### src/rtl/button_event_decoder.sv
// Turns a debounced, synchronous button level into one-cycle press/click/double/long events.
// Optional double-click support is compiled in with `define BTN_DOUBLE_CLICK_EN.
module button_event_decoder #(
  parameter int LONG_CYCLES = 50000000,
  parameter int GAP_CYCLES  = 12500000,
  parameter int CNT_W       = 26
) (
  input  logic clk,
  input  logic rst_n,
  input  logic btn_state,
  output logic press_pulse,
  output logic single_click,
  output logic double_click,
  output logic long_press,
  output logic btn_held
);

  localparam logic [CNT_W-1:0] LONG_LAST = CNT_W'(LONG_CYCLES - 1);
`ifdef BTN_DOUBLE_CLICK_EN
  localparam logic [CNT_W-1:0] GAP_LAST  = CNT_W'(GAP_CYCLES - 1);
`endif

  typedef enum logic [2:0] {
    IDLE   = 3'd0,
    PRESS1 = 3'd1,
`ifdef BTN_DOUBLE_CLICK_EN
    WAIT2  = 3'd2,
    PRESS2 = 3'd3,
`endif
    LONG   = 3'd4
  } state_t;

  state_t           state, state_n;
  logic [CNT_W-1:0] cnt, cnt_n;
  logic             btn_q;
  logic             rise;
  logic             press_n, single_n, double_n, long_n, held_n;

  // btn_q resets high so a button held through reset yields no rise.
  assign rise = btn_state & ~btn_q;

  always_comb begin
    state_n  = state;
    cnt_n    = cnt;
    press_n  = 1'b0;
    single_n = 1'b0;
    double_n = 1'b0;
    long_n   = 1'b0;
    held_n   = 1'b0;
    case (state)
      IDLE: begin
        if (rise) begin
          press_n = 1'b1;
          cnt_n   = CNT_W'(1);
          state_n = PRESS1;
        end
      end
      PRESS1: begin
        if (btn_state) begin
          if (cnt == LONG_LAST) begin
            long_n  = 1'b1;
            state_n = LONG;
          end else begin
            cnt_n = cnt + CNT_W'(1);
          end
        end else begin
`ifdef BTN_DOUBLE_CLICK_EN
          cnt_n   = CNT_W'(1);
          state_n = WAIT2;
`else
          single_n = 1'b1;
          state_n  = IDLE;
`endif
        end
      end
`ifdef BTN_DOUBLE_CLICK_EN
      WAIT2: begin
        if (rise) begin
          press_n = 1'b1;
          state_n = PRESS2;
        end else if (cnt == GAP_LAST) begin
          single_n = 1'b1;
          state_n  = IDLE;
        end else begin
          cnt_n = cnt + CNT_W'(1);
        end
      end
      PRESS2: begin
        if (!btn_state) begin
          double_n = 1'b1;
          state_n  = IDLE;
        end
      end
`endif
      LONG: begin
        if (!btn_state) state_n = IDLE;
      end
      default: state_n = IDLE;
    endcase
    held_n = (state_n == LONG);
  end

  always_ff @(posedge clk or negedge rst_n) begin
    if (!rst_n) begin
      state        <= IDLE;
      cnt          <= '0;
      btn_q        <= 1'b1;
      press_pulse  <= 1'b0;
      single_click <= 1'b0;
      long_press   <= 1'b0;
      btn_held     <= 1'b0;
    end else begin
      state        <= state_n;
      cnt          <= cnt_n;
      btn_q        <= btn_state;
      press_pulse  <= press_n;
      single_click <= single_n;
      long_press   <= long_n;
      btn_held     <= held_n;
    end
  end

`ifdef BTN_DOUBLE_CLICK_EN
  always_ff @(posedge clk or negedge rst_n) begin
    if (!rst_n) double_click <= 1'b0;
    else        double_click <= double_n;
  end
`else
  assign double_click = 1'b0;
  logic unused_double;
  assign unused_double = double_n;
`endif

endmodule

### config.mk
export PLATFORM = sky130hd
export DESIGN_NAME = button_event_decoder
export DESIGN_NICKNAME = d
export VERILOG_FILES = /design/src/rtl/button_event_decoder.sv
export SDC_FILE = /design/constraint.sdc
export NUM_CORES = 1
export LEC_CHECK = 0
export CORE_MARGIN = 1.5
export CORE_UTILIZATION = 64
export CTS_CLUSTER_SIZE = 24
export DETAILED_ROUTE_END_ITERATION = 8
export PLACE_DENSITY = 0.87
export SYNTH_ARGS = -nofsm -noshare
export SYNTH_HDL_FRONTEND = slang
export SYNTH_SLANG_ARGS = --single-unit
### constraint.sdc
create_clock -name clk -period 3.4 [get_ports clk]
set_input_delay 0.68 -clock clk [delete_from_list [all_inputs] [get_ports clk]]
set_output_delay 0.68 -clock clk [all_outputs]
set_load 0.005 [all_outputs]
Word-level counts from Yosys, hierarchy flattened
Index checks and enable logic that the tools add are counted.
- output and inout port bits: 5
- input port bits: 3
- word-level logic and storage cells: 36
- register bits: 34
- reduce and logical (&&, ||, !) cells: 3
- muxes and demuxes: 16
- $add $sub $neg: 1
- bitwise gates (word level): 2
- equality and inequality tests: 7
- operators by type and width (cell ; count):
    26-bit two-way mux ; 3
    26-bit one-hot mux with 2 select lines ; 1
    26-bit by 1-bit adder with 26-bit output, second input constant ; 1
    26-bit equality test, second input constant ; 1
    3-bit two-way mux ; 4
    3-bit one-hot mux with 3 select lines ; 1
    1-bit two-way mux ; 7
    3-bit equality test, second input constant ; 2
    2-bit inequality test, second input constant ; 3
    4-bit AND reduction ; 1
    3-bit by 1-bit equality test with 1-bit output, second input constant ; 1
    3-bit zero test ; 1
    2-bit nonzero test ; 1
    1-bit AND ; 1
    1-bit inverter ; 1

Logic depth before layout (Yosys ltp)
- depth after elaboration: 5
- gate-level depth with buffers: 7
- depth with buffers taken out: 6

Worst setup path before layout
OpenSTA, ideal clock, no wires.
- kind: reg2reg
- start: register cnt[9]
- end: register cnt[9]
- slack: 1.173 ns
- cell stages (with the launch flop): 7
- path buffers: 1
- arrival time: 2.092 ns
- data required time: 3.264 ns
- clock period less this slack: 2.227 ns
- library setup time: 0.136 ns
- path through: dfrtp_1 -> or4b_1 -> or4_4 -> nor4_4 -> buf_6 -> or3_2 -> a21oi_2
- longest elaborated chain between the ends: 4
- elaborated cells on any way between the ends: 7
- classes of those cells: 1 x add/sub; 2 x eq/ne; 3 x mux; 1 x reduce/logical
- ends and longest elaborated chain (element ; line ; RTL):
    start: declaration ; 34 ; logic [CNT_W-1:0] cnt, cnt_n;
    start signal: assignment ; 114 ; cnt <= cnt_n;
    26-bit by 1-bit adder with 26-bit output ; 64 ; cnt_n = cnt + CNT_W'(1);
    26-bit two-way mux ; 60 ; if (cnt == LONG_LAST) begin
    26-bit two-way mux ; 59 ; if (btn_state) begin
    26-bit one-hot mux with 2 select lines ; 50 ; case (state)
Parallel ways exist; a longest one is shown, timed or not. The select of a mux whose other input is x is not followed.
A chain may end at the register's enable or synchronous reset.

Worst setup path after layout
- start: register cnt[0]
- end: register cnt[8]
Same word-level chain as after synthesis.

==> flow_summary.toml <==
[sta]
setup_tns_ns = 0
tightest_slew_ns = 0.623
timing.final.hold_violations = 0
timing.fmax_mhz = 376
setup_viol_count_final = 0
final_max_slew_viol_count = 0
min_period_over_period_pct = 78.3
worst_slew_margin_rel_pct = 58.1
final_period_minus_worst_setup_slack_ns = 2.66
fin_skew_ns = 0.00626
hold_slack_ns = 0.570
rsz0062_at_grt = "no"

[route]
drt.antenna.violating_nets = 0
route.detailed.wl_per_inst_um = 16.6
drt-initial-drc-count = 59
post_drt_via_cell_ratio = 6.53
number_of_drc_violations_after_detailed_routing = 0
routed-via-count = 1534
aggregate_routed_wire_length_mm = 3.91
drtPass1Iterations = 4

[synthesis]
netlist-cell-type-count = 47
synth.yosys.seq_area_share_pct = 46.7
synth_ff_type = "dfrtp_1"
avgSynthCellArea_um2 = 9.65
synth.largest_area_cell = "dfrtp_1"
synth_most_common_cell = "dfrtp_1"
netlist_top_cells_count = "dfrtp_1, nand2_1, nor2_1, nand3_1, nand4_1"
post_synth_inst_count = 189
synth.yosys.warnings = 0
synth_enable_flop_cells = 0
netlist.area_leader.share_pct = 45.3
postSynthRegisterBits = 34
netlist_area_um2 = 1820
ys_async_sr_fraction_pct = 100
synth.area.top_cells = "dfrtp_1, a21oi_2, nand2_1, nand4_1, nand3_1"

[finish]
area.growth.synth_to_final_pct = 9.27
regArea_um2 = 852
final_layout_size_suffix_gt1_share_pct = 17.2
design.final.nets = 207
filler_cell_count = 195
multi_input_area_um2 = 930
antennaDiodeCount = 0

[worst_setup_path]
timing.critical_path.slowest_cell_delay_ns = 0.63
worst_r2r_startpoint = "cnt[0]$_DFFE_PN0P_"
critical_path_peak_fanout = 10
r2r_cell_count = 7
timing.critical_path.from_type = "flip-flop"
worst-endpoint-arrival_ns = 2.87
setup.worst_path.start = "cnt[0]$_DFFE_PN0P_"
timing.rr.end = "cnt[8]$_DFFE_PN0P_"
end_kind = "flip-flop"
critical-path-slowest-cell = "or4_4"
critPathKind = "reg -> reg"
timing.reg2reg.setup_slack_ns = 0.74
cp_cell_sequence = "ha_1 -> nand4_1 -> or4_4 -> nor4_4 -> buf_4 -> or3_2 -> a21oi_2"
endpoint = "cnt[8]$_DFFE_PN0P_"
cp_data_required_time_ns = 3.61

[clocking]
cts.path.max_buffers = 2
postCtsSetupBuffers = 0
cts-buffers-inserted = 5
clockRootBuffer = "clkbuf_4"
cts-htree-levels = 2
cts_tree = "built"
ctsHoldBuffers = 0
clk_latency_ns = 0.33
tritoncts_num_sinks = 34
count_of_instances_resized_after_the_clock_tree_is_built = 0
clk_pin_slew_worst_paths_ns = 0.11

[floorplanning]
initial_utilization_pct = 66.7
die_area_um2 = 3180
floorplan.rows = 19
core-area_um2 = 2730
die-width_um = 56.4
boundaryPins = 8
die_h_um = 56.4

[grt]
via_count_of_the_first_global_routing_pass = 1601
grt_start_max_net_pins = 35
globalRoute.totalOverflow = 0
grt_antenna_before_repair = 0
grt_pass1_wl_mm = 6.93
grtUsageTotal_pct = 28.1

[pwr]
max-vdd-ir-drop_mv = 0.425
power_density_nw_per_um2 = 357
p_leak_nw = 0.816

[run_status]
outcome = "finished, final reports clean"

[placement]
finalWeightedCongestion = 0.904
port-buffer-count = 6
hpwl_after_detailed_placement_mm = 2.84

[run]
max-cap-violations = 0

[hold_path]
timing.hold.worst.class = "reg -> reg"
## cell families (layout without fill, tap and decap cells)
family / count (synthesis) / count (layout) / share of synthesized area [%]
compound gates: 37 / 37 / 12.8
xor+xnor: 5 / 5 / 2.40
fa+ha+maj: 1 / 1 / 0.686
buf+inv: 9 / 23 / 2.47
flops: 34 / 34 / 46.7
mux: 1 / 1 / 0.549
other cells: 1 / 2 / 0.206
simple gates: 101 / 101 / 34.2
## power breakdown
part           internal (mW)  total (mW)  switching (mW)  leakage [nW]
logic                 0.0194      0.0527          0.0333         0.321
registers              0.418       0.436          0.0176         0.464
clock network         0.0803       0.222           0.142        0.0312
total                  0.518       0.711           0.193         0.816
## sequential cells by signal, summed over array words and instances (netlist names)
register and cells:
btn_held 1, btn_q 1, cnt 26, long_press 1
press_pulse 1, single_click 1, state 3
## worst min path at each step
stage / from / endpoint / slack, ns / depth (start not counted)
3_5_place_dp: state[1]$_DFF_PN0_ / single_click$_DFF_PN0_ / 0.55 / 3
2_1_floorplan: rst_n / btn_held$_DFF_PN0_ / 0.38 / 0
6_report: state[1]$_DFF_PN0_ / single_click$_DFF_PN0_ / 0.57 / 3
5_1_grt: cnt[15]$_DFFE_PN0P_ / cnt[15]$_DFFE_PN0P_ / 0.62 / 2
3_3_place_gp: cnt[15]$_DFFE_PN0P_ / cnt[15]$_DFFE_PN0P_ / 0.52 / 2
4_1_cts: state[1]$_DFF_PN0_ / single_click$_DFF_PN0_ / 0.58 / 3
## critical path, delay by kind of cell (launching register included)
kind            cells  cell delay, ns
fa+ha+maj           1            0.25
flops               1            0.44
simple gates        4            1.54
buf+inv             1            0.26
compound gates      1            0.05
## metrics by stage
| step | power [mW] | std cells | utilization [%] | worst slack (ns) | cell area [um2] |
|---|---|---|---|---|---|
| 2_1_floorplan | 0.469 | 190 | - | 1.17 | 1830 |
| 3_3_place_gp | 0.489 | 227 | 70.7 | 0.688 | 1930 |
| 3_5_place_dp | 0.495 | 227 | 70.7 | 0.571 | 1930 |
| 4_1_cts | 0.717 | 235 | 72.9 | 0.794 | 1990 |
| 5_1_grt | 0.742 | 235 | 72.9 | 0.631 | 1990 |
| 6_report | 0.711 | 235 | 72.9 | 0.739 | 1990 |
## layout by cell type (no fill, tap or decap), types with 7 or more instances in the layout
cell and count:
dfrtp_1 33, nand2_1 17, nor2_1 12, nand4_1 10
nand3_1 10, a21oi_1 8, o21ai_0 8, a21oi_2 8
or3_1 7, o21ai_1 7
## final cells by class
| type | instances | area share, % |
|---|---|---|
| Clock inverter | 3 | 1.07 |
| Timing Repair Buffer | 11 | 4.90 |
| Multi-Input combinational cell | 147 | 46.7 |
| Inverter | 4 | 0.754 |
| Clock buffer | 5 | 1.88 |
| Sequential cell | 34 | 42.8 |
| Tap cell | 31 | 1.95 |
## per-layer routing
metal  up-vias  routed length, um  share of wire [%]  GRT usage, %
li1        732                  -                  -             -
met1       765               1720                 44          36.2
met2        30               1990                 51          44.9
met3         7                136                3.5          6.68
met4         0                 60                1.5          13.3
met5         -                  0                  0             0
Power figures use the tool's default switching activity.
